**config.mk**
```make
export PLATFORM = sky130hd
export DESIGN_NAME = clk_div_gen
export DESIGN_NICKNAME = d
export VERILOG_FILES = /design/src/rtl/clk_div_gen.sv
export SDC_FILE = /design/constraint.sdc
export NUM_CORES = 1
export LEC_CHECK = 0
export BUFFER_PORTS_ARGS = -buffer_cell sky130_fd_sc_hd__buf_2
export CAP_MARGIN = 20
export CELL_PAD_IN_SITES_DETAIL_PLACEMENT = 1
export CELL_PAD_IN_SITES_GLOBAL_PLACEMENT = 1
export CORE_ASPECT_RATIO = 1.2
export CORE_UTILIZATION = 45
export CTS_BUF_LIST = sky130_fd_sc_hd__clkbuf_2
export DETAILED_ROUTE_END_ITERATION = 12
export PLACE_DENSITY = 0.79
export SYNTH_ARGS = -nofsm -noshare
export SYNTH_HDL_FRONTEND = slang
export SYNTH_SLANG_ARGS = --single-unit
export TNS_END_PERCENT = 50
```
**constraint.sdc**
```tcl
create_clock -name clk -period 4.4 [get_ports clk]
set_clock_uncertainty 0.05 [all_clocks]
set_input_delay 0.66 -clock clk [delete_from_list [all_inputs] [get_ports clk]]
set_output_delay 0.66 -clock clk [all_outputs]
set_load 0.005 [all_outputs]
```
**src/rtl/clk_div_gen.sv**
```systemverilog
// Programmable divided-clock / tick generator with fixed /2 and /4 outputs.
// Optional macro CLK_DIV_GATE_EN adds a run input that pauses the /N counter.
module clk_div_gen #(
   parameter int DIV_W       = 8,
   parameter int DIV_DEFAULT = 4
) (
   input  logic             clk,
   input  logic             rst,
`ifdef CLK_DIV_GATE_EN
   input  logic             run,
`endif
   input  logic [DIV_W-1:0] div_in,
   input  logic             div_valid,
   output logic             div_ready,
   output logic [DIV_W-1:0] div_cur,
   output logic             clk_div,
   output logic             tick,
   output logic             div2,
   output logic             div4
);

   localparam logic [DIV_W-1:0] ONE = DIV_W'(1);
   localparam logic [DIV_W-1:0] TWO = DIV_W'(2);
   localparam logic [DIV_W-1:0] DEF = DIV_W'(DIV_DEFAULT);

   typedef enum logic {IDLE, PENDING} state_t;

   state_t           state, state_nxt;
   logic [DIV_W-1:0] cnt, n, pend;
   logic [DIV_W-1:0] cnt_nxt, n_nxt;
   logic [DIV_W:0]   half_nxt;
   logic             run_en, wrap, load, accept;

`ifdef CLK_DIV_GATE_EN
   assign run_en = run;
`else
   assign run_en = 1'b1;
`endif

   // A reload is keyed on the counter reaching N-1 rather than on the tick
   // register, so a boundary held across run=0 still applies the new divisor.
   assign wrap   = (cnt == n - ONE);
   assign accept = (state == IDLE) && div_valid;
   assign load   = (state == PENDING) && wrap && run_en;

   // NOTE: all sequential state uses non-blocking assignments so every
   // register samples pre-edge values regardless of process ordering.
   always_ff @(posedge clk) begin
      if (rst) state <= IDLE;
      else     state <= state_nxt;
   end

   always_comb begin
      state_nxt = state;
      case (state)
         IDLE:    if (div_valid) state_nxt = PENDING;
         PENDING: if (load)      state_nxt = IDLE;
         default: state_nxt = IDLE;
      endcase
   end

   always_comb begin
      div_ready = (state == IDLE);
   end

   // Next counter/divisor values; outputs are registered from these so they
   // stay coherent with cnt in the same cycle.
   always_comb begin
      n_nxt = load ? pend : n;
      if (!run_en)   cnt_nxt = cnt;
      else if (wrap) cnt_nxt = '0;
      else           cnt_nxt = cnt + ONE;
      half_nxt = ({1'b0, n_nxt} + {{DIV_W{1'b0}}, 1'b1}) >> 1;
   end

   always_ff @(posedge clk) begin
      if (rst) begin
         cnt     <= '0;
         n       <= DEF;
         pend    <= '0;
         clk_div <= 1'b0;
         tick    <= 1'b0;
         div2    <= 1'b0;
         div4    <= 1'b0;
      end else begin
         cnt <= cnt_nxt;
         n   <= n_nxt;
         if (accept) pend <= (div_in < TWO) ? TWO : div_in;
         if (run_en) clk_div <= ({1'b0, cnt_nxt} < half_nxt);
         tick <= run_en && (cnt_nxt == n_nxt - ONE);
         div2 <= ~div2;
         div4 <= div4 ^ div2;
      end
   end

   assign div_cur = n;

endmodule

```
==> results of run 1 <==
## routing by layer
metal / routed length [um] / part of all wire (%) / global-route usage, %
met2: 2580 / 49 / 43.6
met3: 168 / 3.2 / 5.46
met4: 112 / 2.1 / 9.38
met5: 0 / 0 / 0
met1: 2360 / 45 / 31.4
## layout make-up
type | count | share of cell area (%)
multi-input combinational | 191 | 58.8
sequential | 29 | 26.5
timing repair buffer | 30 | 7.67
tap | 54 | 3.09
clock inverter | 2 | 1.54
clock buffer | 6 | 1.37
inverter | 6 | 1.03
## power groups by stage
| stage | Sequential [W] | Combinational [W] | Clock (W) |
|---|---|---|---|
| 2_1_floorplan | 0.000294 | 0.0000799 | 0 |
| 3_3_place_gp | 0.000299 | 0.000108 | 0 |
| 3_5_place_dp | 0.000300 | 0.000109 | 0 |
| 4_1_cts | 0.000294 | 0.000110 | 0.000201 |
| 5_1_grt | 0.000297 | 0.000124 | 0.000206 |
| 6_report | 0.000294 | 0.000109 | 0.000195 |
## cells in the final DEF (no fill, tap or decap), types with 2 or more instances in the layout
cell type / n
and3_1: 3
o21ai_0: 4
a21o_1: 2
nor4_1: 3
a21oi_1: 11
nand3_1: 8
nor4bb_1: 2
buf_4: 7
dfxtp_1: 29
xnor2_1: 10
xor2_1: 17
nor3_1: 10
nor2b_1: 5
inv_1: 6
mux2i_1: 15
or4_4: 2
nor2_1: 29
or3_1: 2
o221ai_1: 2
ha_1: 10
or2_2: 5
nand2_1: 29
clkbuf_2: 6
buf_2: 23
or3b_2: 2
## flip-flops by register name (all words and copies together), names as in the netlist
name / cells
tick: 1
pend: 8
div4: 1
state: 1
cnt: 8
div_cur: 8
clk_div: 1
div2: 1
## through the flow
step	setup WS [ns]	hold WS (ns)	util, %	std cells
6_report	0.259	0.421	54.2	318
5_1_grt	0.0636	0.449	54.2	318
4_1_cts	0.163	0.427	54.1	318
3_5_place_dp	0.205	0.395	52.5	310
3_3_place_gp	0.325	0.383	52.5	310
2_1_floorplan	0.398	0.389	-	237
## logic make-up after synthesis
kind of cell	count (synthesis)	synth area share, %
AO/OA/AOI/OAI	31	11.5
XOR/XNOR	27	12.2
adder cells (fa/ha/maj)	10	6.45
buffers and inverters	17	4.00
flip-flops	29	29.9
multiplexers	17	9.10
AND/OR/NAND/NOR	106	26.8
## worst register-to-register path, delay by kind of cell, from the launching register on
kind	cells	cell delay [ns]
and+or+nand+nor	6	1.77
AOI/OAI and AO/OA	4	0.97
DFF	1	0.41
buffers and inverters	1	0.27
adders and majority gates	1	0.25
xor gates and xnor gates	1	0.19
muxes	1	0.16
## what timing repair did
| item | 4_1_cts | 5_1_grt |
|---|---|---|
| setup endpoints to repair | 0 | 1 |
| gates resized for setup | 0 | 1 |
| endpoints found under the hold margin | 0 | 0 |
## path summary, 6_finish.rpt
kind / start / end / slack [ns] / depth (start not counted)
setup / recovery: div_cur[0] / clk_div / 0.26 / 14
hold / removal: div2 / div2 / 0.42 / 1
setup reg to reg: div_cur[0] / clk_div / 0.26 / 14
hold reg to reg: div2 / div2 / 0.42 / 1
==> impl_metrics.tcl, run 1 <==
set metrics [dict create \
    grt_use_total_pct 25.7 \
    tightestPinTransition_ns 0.491 \
    pwr-share-seq_pct 49.1 \
    multi_input_area_um2 1280 \
    grt_setup_unrepaired "false" \
    finalHoldViolations 0 \
    initial_core_util_pct 48.1 \
    floorplan.die.width_um 61.9 \
    combinationalPowerShare_pct 18.3 \
    finalWeightedCongestion 0.900 \
    holdCritPathClass "flop to flop" \
    fp-row-count 25 \
    netSwitchingFraction_pct 29.2 \
    ir_drop_mv 0.135 \
    port_buffers 23 \
    diodes 0 \
    number_of_antenna_violations_at_the_first_check_in_global_routing 0 \
    setup_violations 0 \
    share_of_power_burned_in_the_clock_network_pct 32.6 \
    post_route_minimum_period_ns 4.14 \
    core_area_um2 4040 \
    ys.warnings.count 0 \
    timing.critical_path.cells "or4_4, or4_4, a21oi_2, o2111ai_2, buf_4, mux2i_1, nor2_1, nand2_1, nor3_1, xor2_1, ha_1, and3_1, a2111o_1, a31oi_1" \
    power_density_of_the_placed_cells_nw_per_um2 273 \
    net_sw_power_w 0.000174 \
    synth-edff-count 0 \
    h_tree_lvl_count 2 \
    vias 1759 \
    crit_path_start_kind "flop" \
    pin_count 24 \
    post_drt_wl_per_cell_um 16.4 \
    synth_area_per_cell_um2 8.18 \
    top_cell_by_count_worst_path "or4_4" \
    remaining_antenna_violation_count_after_routing 0 \
    area.growth.synth_to_final_pct 12.8 \
    critical_path.top_delay_family "simple AND/OR/NAND/NOR gates" \
    totalWireLength_um 5220 \
    period_utilisation_layout_pct 94.1 \
    fin_setup_tns_ns 0 \
    grt_first_pass_wirelength_um 8360 \
    yosysUniqueCellTypes 47 \
    asyncSetResetFlopFracSynth_pct 0 \
    synth.cell_area_um2 1940 \
    yosysSeqAreaShare_pct 29.9 \
    globalRoute.totalOverflow 0 \
    setup.worst_path.end_class "flop" \
    slew_viol_final 0 \
    netlist.top_cell.by_area "dfxtp_1" \
    clock-sinks 29 \
    p_leak_nw 1.02 \
    outcome "completed" \
    timing.critical_path.slowest_stage_cell "or4_4" \
    cts_hold_repair.buffers 0 \
    post_synth_inst_count 237 \
    layout.filler_cells 516 \
    num-nets-final 284 \
    initialDrtViolationCount 71 \
    firstDrtPassIters 4 \
    cts.repair_timing.setup_buffer_count 0 \
    post_route_cells_drive_above_1_share_pct 19.3 \
    synth_largest_type_area_fraction_pct 29.9 \
    place.detailed.hpwl_um 4050 \
    cts.path.max_buffers 2 \
    drcViolationCount 0 \
    postSynthNetCount 258 \
    cp_data_arrival_time_ns 4.40 \
    p_int_w 0.000424 \
    grt_max_degree 27 \
    dieArea_um2 4580 \
    maxCapViolations 0 \
    critical-path-max-stage-delay_ns 0.58 \
    tritoncts "built" \
    final_total_power_w 0.000598 \
    synth_top_cells_by_area "dfxtp_1 30%, mux2i_1 7.7%, xor2_1 7.7%" \
    root_buffer "clkbuf_2" \
    seqCellArea_um2 581 \
    total_non_filler_cell_area_in_the_finished_layout_um2 2190 \
    die_y_um 73.9 \
    first_global_vias 1739 \
    crit_buf_inv 1 \
    critPathMaxFanout 9 \
    max_slew_margin_pct 67.2 \
    fmax_mhz 242 \
    clk_transition_reported_paths_ns 0.16 \
    vias_per_cell 5.53 \
    netlist_top_cells_count "29 x dfxtp_1, 29 x nand2_1, 29 x nor2_1" \
    ys_dominant_reg_cell "dfxtp_1" \
    worstPathRequired_ns 4.66 \
    placed_area_um2 2120 \
    synth-seq-cells 29 \
    path_class "flop to flop" \
    insertion_delay_ns 0.37 \
    cts_inserted_buffers 5 \
]
No activity file was read; power rests on OpenSTA's default activity.
==> run 2, diff against run 1 <==
--- a/config.mk
+++ b/config.mk
@@ -10,10 +10,11 @@
 export CELL_PAD_IN_SITES_DETAIL_PLACEMENT = 1
 export CELL_PAD_IN_SITES_GLOBAL_PLACEMENT = 1
 export CORE_ASPECT_RATIO = 1.2
+export CORE_MARGIN = 10
 export CORE_UTILIZATION = 45
 export CTS_BUF_LIST = sky130_fd_sc_hd__clkbuf_2
 export DETAILED_ROUTE_END_ITERATION = 12
-export PLACE_DENSITY = 0.79
+export PLACE_DENSITY = 0.88
 export SYNTH_ARGS = -nofsm -noshare
 export SYNTH_HDL_FRONTEND = slang
 export SYNTH_SLANG_ARGS = --single-unit
==> impl_metrics.tcl, run 2 (synthesis gave the netlist of run 1 again) <==
set metrics [dict create \
    num-nets-final 283 \
    p_leak_nw 1.01 \
    tightestPinTransition_ns 0.507 \
    grt_max_degree 27 \
    crit-reg2reg-launch "div_cur[1]" \
    grt_util_met2_pct 27.2 \
    layout.filler_cells 544 \
    reg2reg_slack_ns 0.26 \
    pin_count 24 \
    root_buffer "clkbuf_2" \
    layout.cells.most_common_list "29 x nor2_1, 29 x nand2_1, 29 x dfxtp_1" \
    core_area_um2 4230 \
    drcViolationCount 0 \
    floorplan.die.width_um 79.9 \
    pwr-share-seq_pct 47.9 \
    clk_transition_reported_paths_ns 0.19 \
    netSwitchingFraction_pct 31.0 \
    worst_hold_path.num_cells 1 \
    grt_met3_use_pct 2.83 \
    vias_per_cell 5.67 \
    finalHoldViolations 0 \
    placed_area_um2 2110 \
    ir_drop_mv 0.154 \
    fp-row-count 26 \
    final_cell_count_without_fillers 319 \
    fmax_mhz 242 \
    path_class "flop to flop" \
    grt_first_pass_wirelength_um 9070 \
    number_of_antenna_violations_at_the_first_check_in_global_routing 0 \
    crit_path_start_kind "flop" \
    h_tree_lvl_count 2 \
    p_int_w 0.000424 \
    die_y_um 91.9 \
    power_density_of_the_placed_cells_nw_per_um2 280 \
    remaining_antenna_violation_count_after_routing 0 \
    post_drt_wl_per_cell_um 17.4 \
    holdCritPathClass "flop to flop" \
    period_utilisation_layout_pct 94.0 \
    first_global_vias 1886 \
    insertion_delay_ns 0.37 \
    r2r_end "clk_div" \
    maxCapViolations 0 \
    cell_count_post_placement 311 \
    clock-sinks 29 \
    critPathMaxFanout 6 \
    post_route_cells_drive_above_1_share_pct 19.4 \
    total_non_filler_cell_area_in_the_finished_layout_um2 2190 \
    grt_use_total_pct 15.3 \
    grt_busiest_layer "met2" \
    setup.worst_path.end_class "flop" \
    cts_inserted_buffers 5 \
    diodes 0 \
    port_buffers 23 \
    r2r.worst_path.cells 14 \
    max_slew_margin_pct 65.2 \
    initialDrtViolationCount 96 \
    dieArea_um2 7350 \
    post_route_minimum_period_ns 4.14 \
    combinationalPowerShare_pct 18.7 \
    vias 1809 \
    net_sw_power_w 0.000190 \
    initial_core_util_pct 45.9 \
    cts.repair_timing.setup_buffer_count 0 \
    gr-usage-met1_pct 17.4 \
    cp_data_arrival_time_ns 4.41 \
    fin_setup_tns_ns 0 \
    worstPathRequired_ns 4.67 \
    place.detailed.hpwl_um 4220 \
    postLayoutCoreUtil_pct 51.8 \
    slew_viol_final 0 \
    cts.path.max_buffers 2 \
    globalRoute.totalOverflow 0 \
    totalWireLength_um 5560 \
    min_to "div2" \
    finalWeightedCongestion 0.865 \
    area.growth.synth_to_final_pct 12.9 \
    setup_violations 0 \
    outcome "completed" \
    share_of_power_burned_in_the_clock_network_pct 33.4 \
    firstDrtPassIters 4 \
    worstHoldStart "div2" \
    cts_hold_repair.buffers 0 \
    tritoncts "built" \
]
[run 2: cell count changes in the layout (fill, tap and decap cells not counted), sizes merged]
cell | previous run | this run
clkinvlp | 0 | 1
clkbuf | 6 | 5
buf | 30 | 29
[run 2: worst max-delay path by stage]
stage | to | cells after the start | from | slack (ns)
6_report | clk_div | 14 | div_cur[1] | 0.26
5_1_grt | clk_div | 15 | div_cur[0] | -0.02
4_1_cts | clk_div | 14 | div_cur[0] | 0.25
3_5_place_dp | clk_div | 14 | div_cur[1] | 0.28
3_3_place_gp | clk_div | 15 | div_cur[0] | 0.40
2_1_floorplan | clk_div | 16 | div_cur[0] | 0.40
[run 2: layout make-up]
type	instances	area [um^2]	area share (%)
sequential	29	581	26.5
multi-input combinational	191	1280	58.7
inverter	6	22.5	1.03
clock buffer	5	25.0	1.14
tap	56	70.1	3.20
timing repair buffer	29	160	7.31
clock inverter	3	46.3	2.11
[run 2: what timing repair did]
action	4_1_cts	5_1_grt
setup endpoints to repair	0	1
resized for setup	0	1
hold endpoints to repair	0	0
[run 2: power by group through the flow]
| stage | Clock (W) | Sequential [W] | Combinational (W) |
|---|---|---|---|
| 3_5_place_dp | 0 | 0.000299 | 0.000113 |
| 6_report | 0.000205 | 0.000294 | 0.000115 |
| 4_1_cts | 0.000206 | 0.000294 | 0.000114 |
| 3_3_place_gp | 0 | 0.000299 | 0.000108 |
| 2_1_floorplan | 0 | 0.000294 | 0.0000799 |
| 5_1_grt | 0.000219 | 0.000297 | 0.000128 |
[run 2: metrics by stage]
step / power (W) / setup slack [ns] / hold slack [ns]
6_report: 0.000614 / 0.264 / 0.428
3_3_place_gp: 0.000407 / 0.398 / 0.382
5_1_grt: 0.000644 / -0.0249 / 0.440
2_1_floorplan: 0.000374 / 0.398 / 0.389
4_1_cts: 0.000614 / 0.247 / 0.434
3_5_place_dp: 0.000412 / 0.275 / 0.394
[run 2: per-layer routing]
layer,share of wire (%),vias up
li1,-,873
met1,44,887
met2,51,38
met3,3.4,11
met4,1.7,0
met5,0,-
[run 2: critical path, cell delays in order (launching register included)]
cell and delay [ns]:
dfxtp_1 0.40, or4_4 0.60, or4_4 0.53, a21oi_2 0.19, o2111a_1 0.21, and2_1 0.21
nand2_1 0.08, o21ai_0 0.12, ha_1 0.25, nand2_1 0.11, or3_1 0.34, ha_1 0.29
and3_1 0.18, a2111o_1 0.40, a31oi_1 0.13
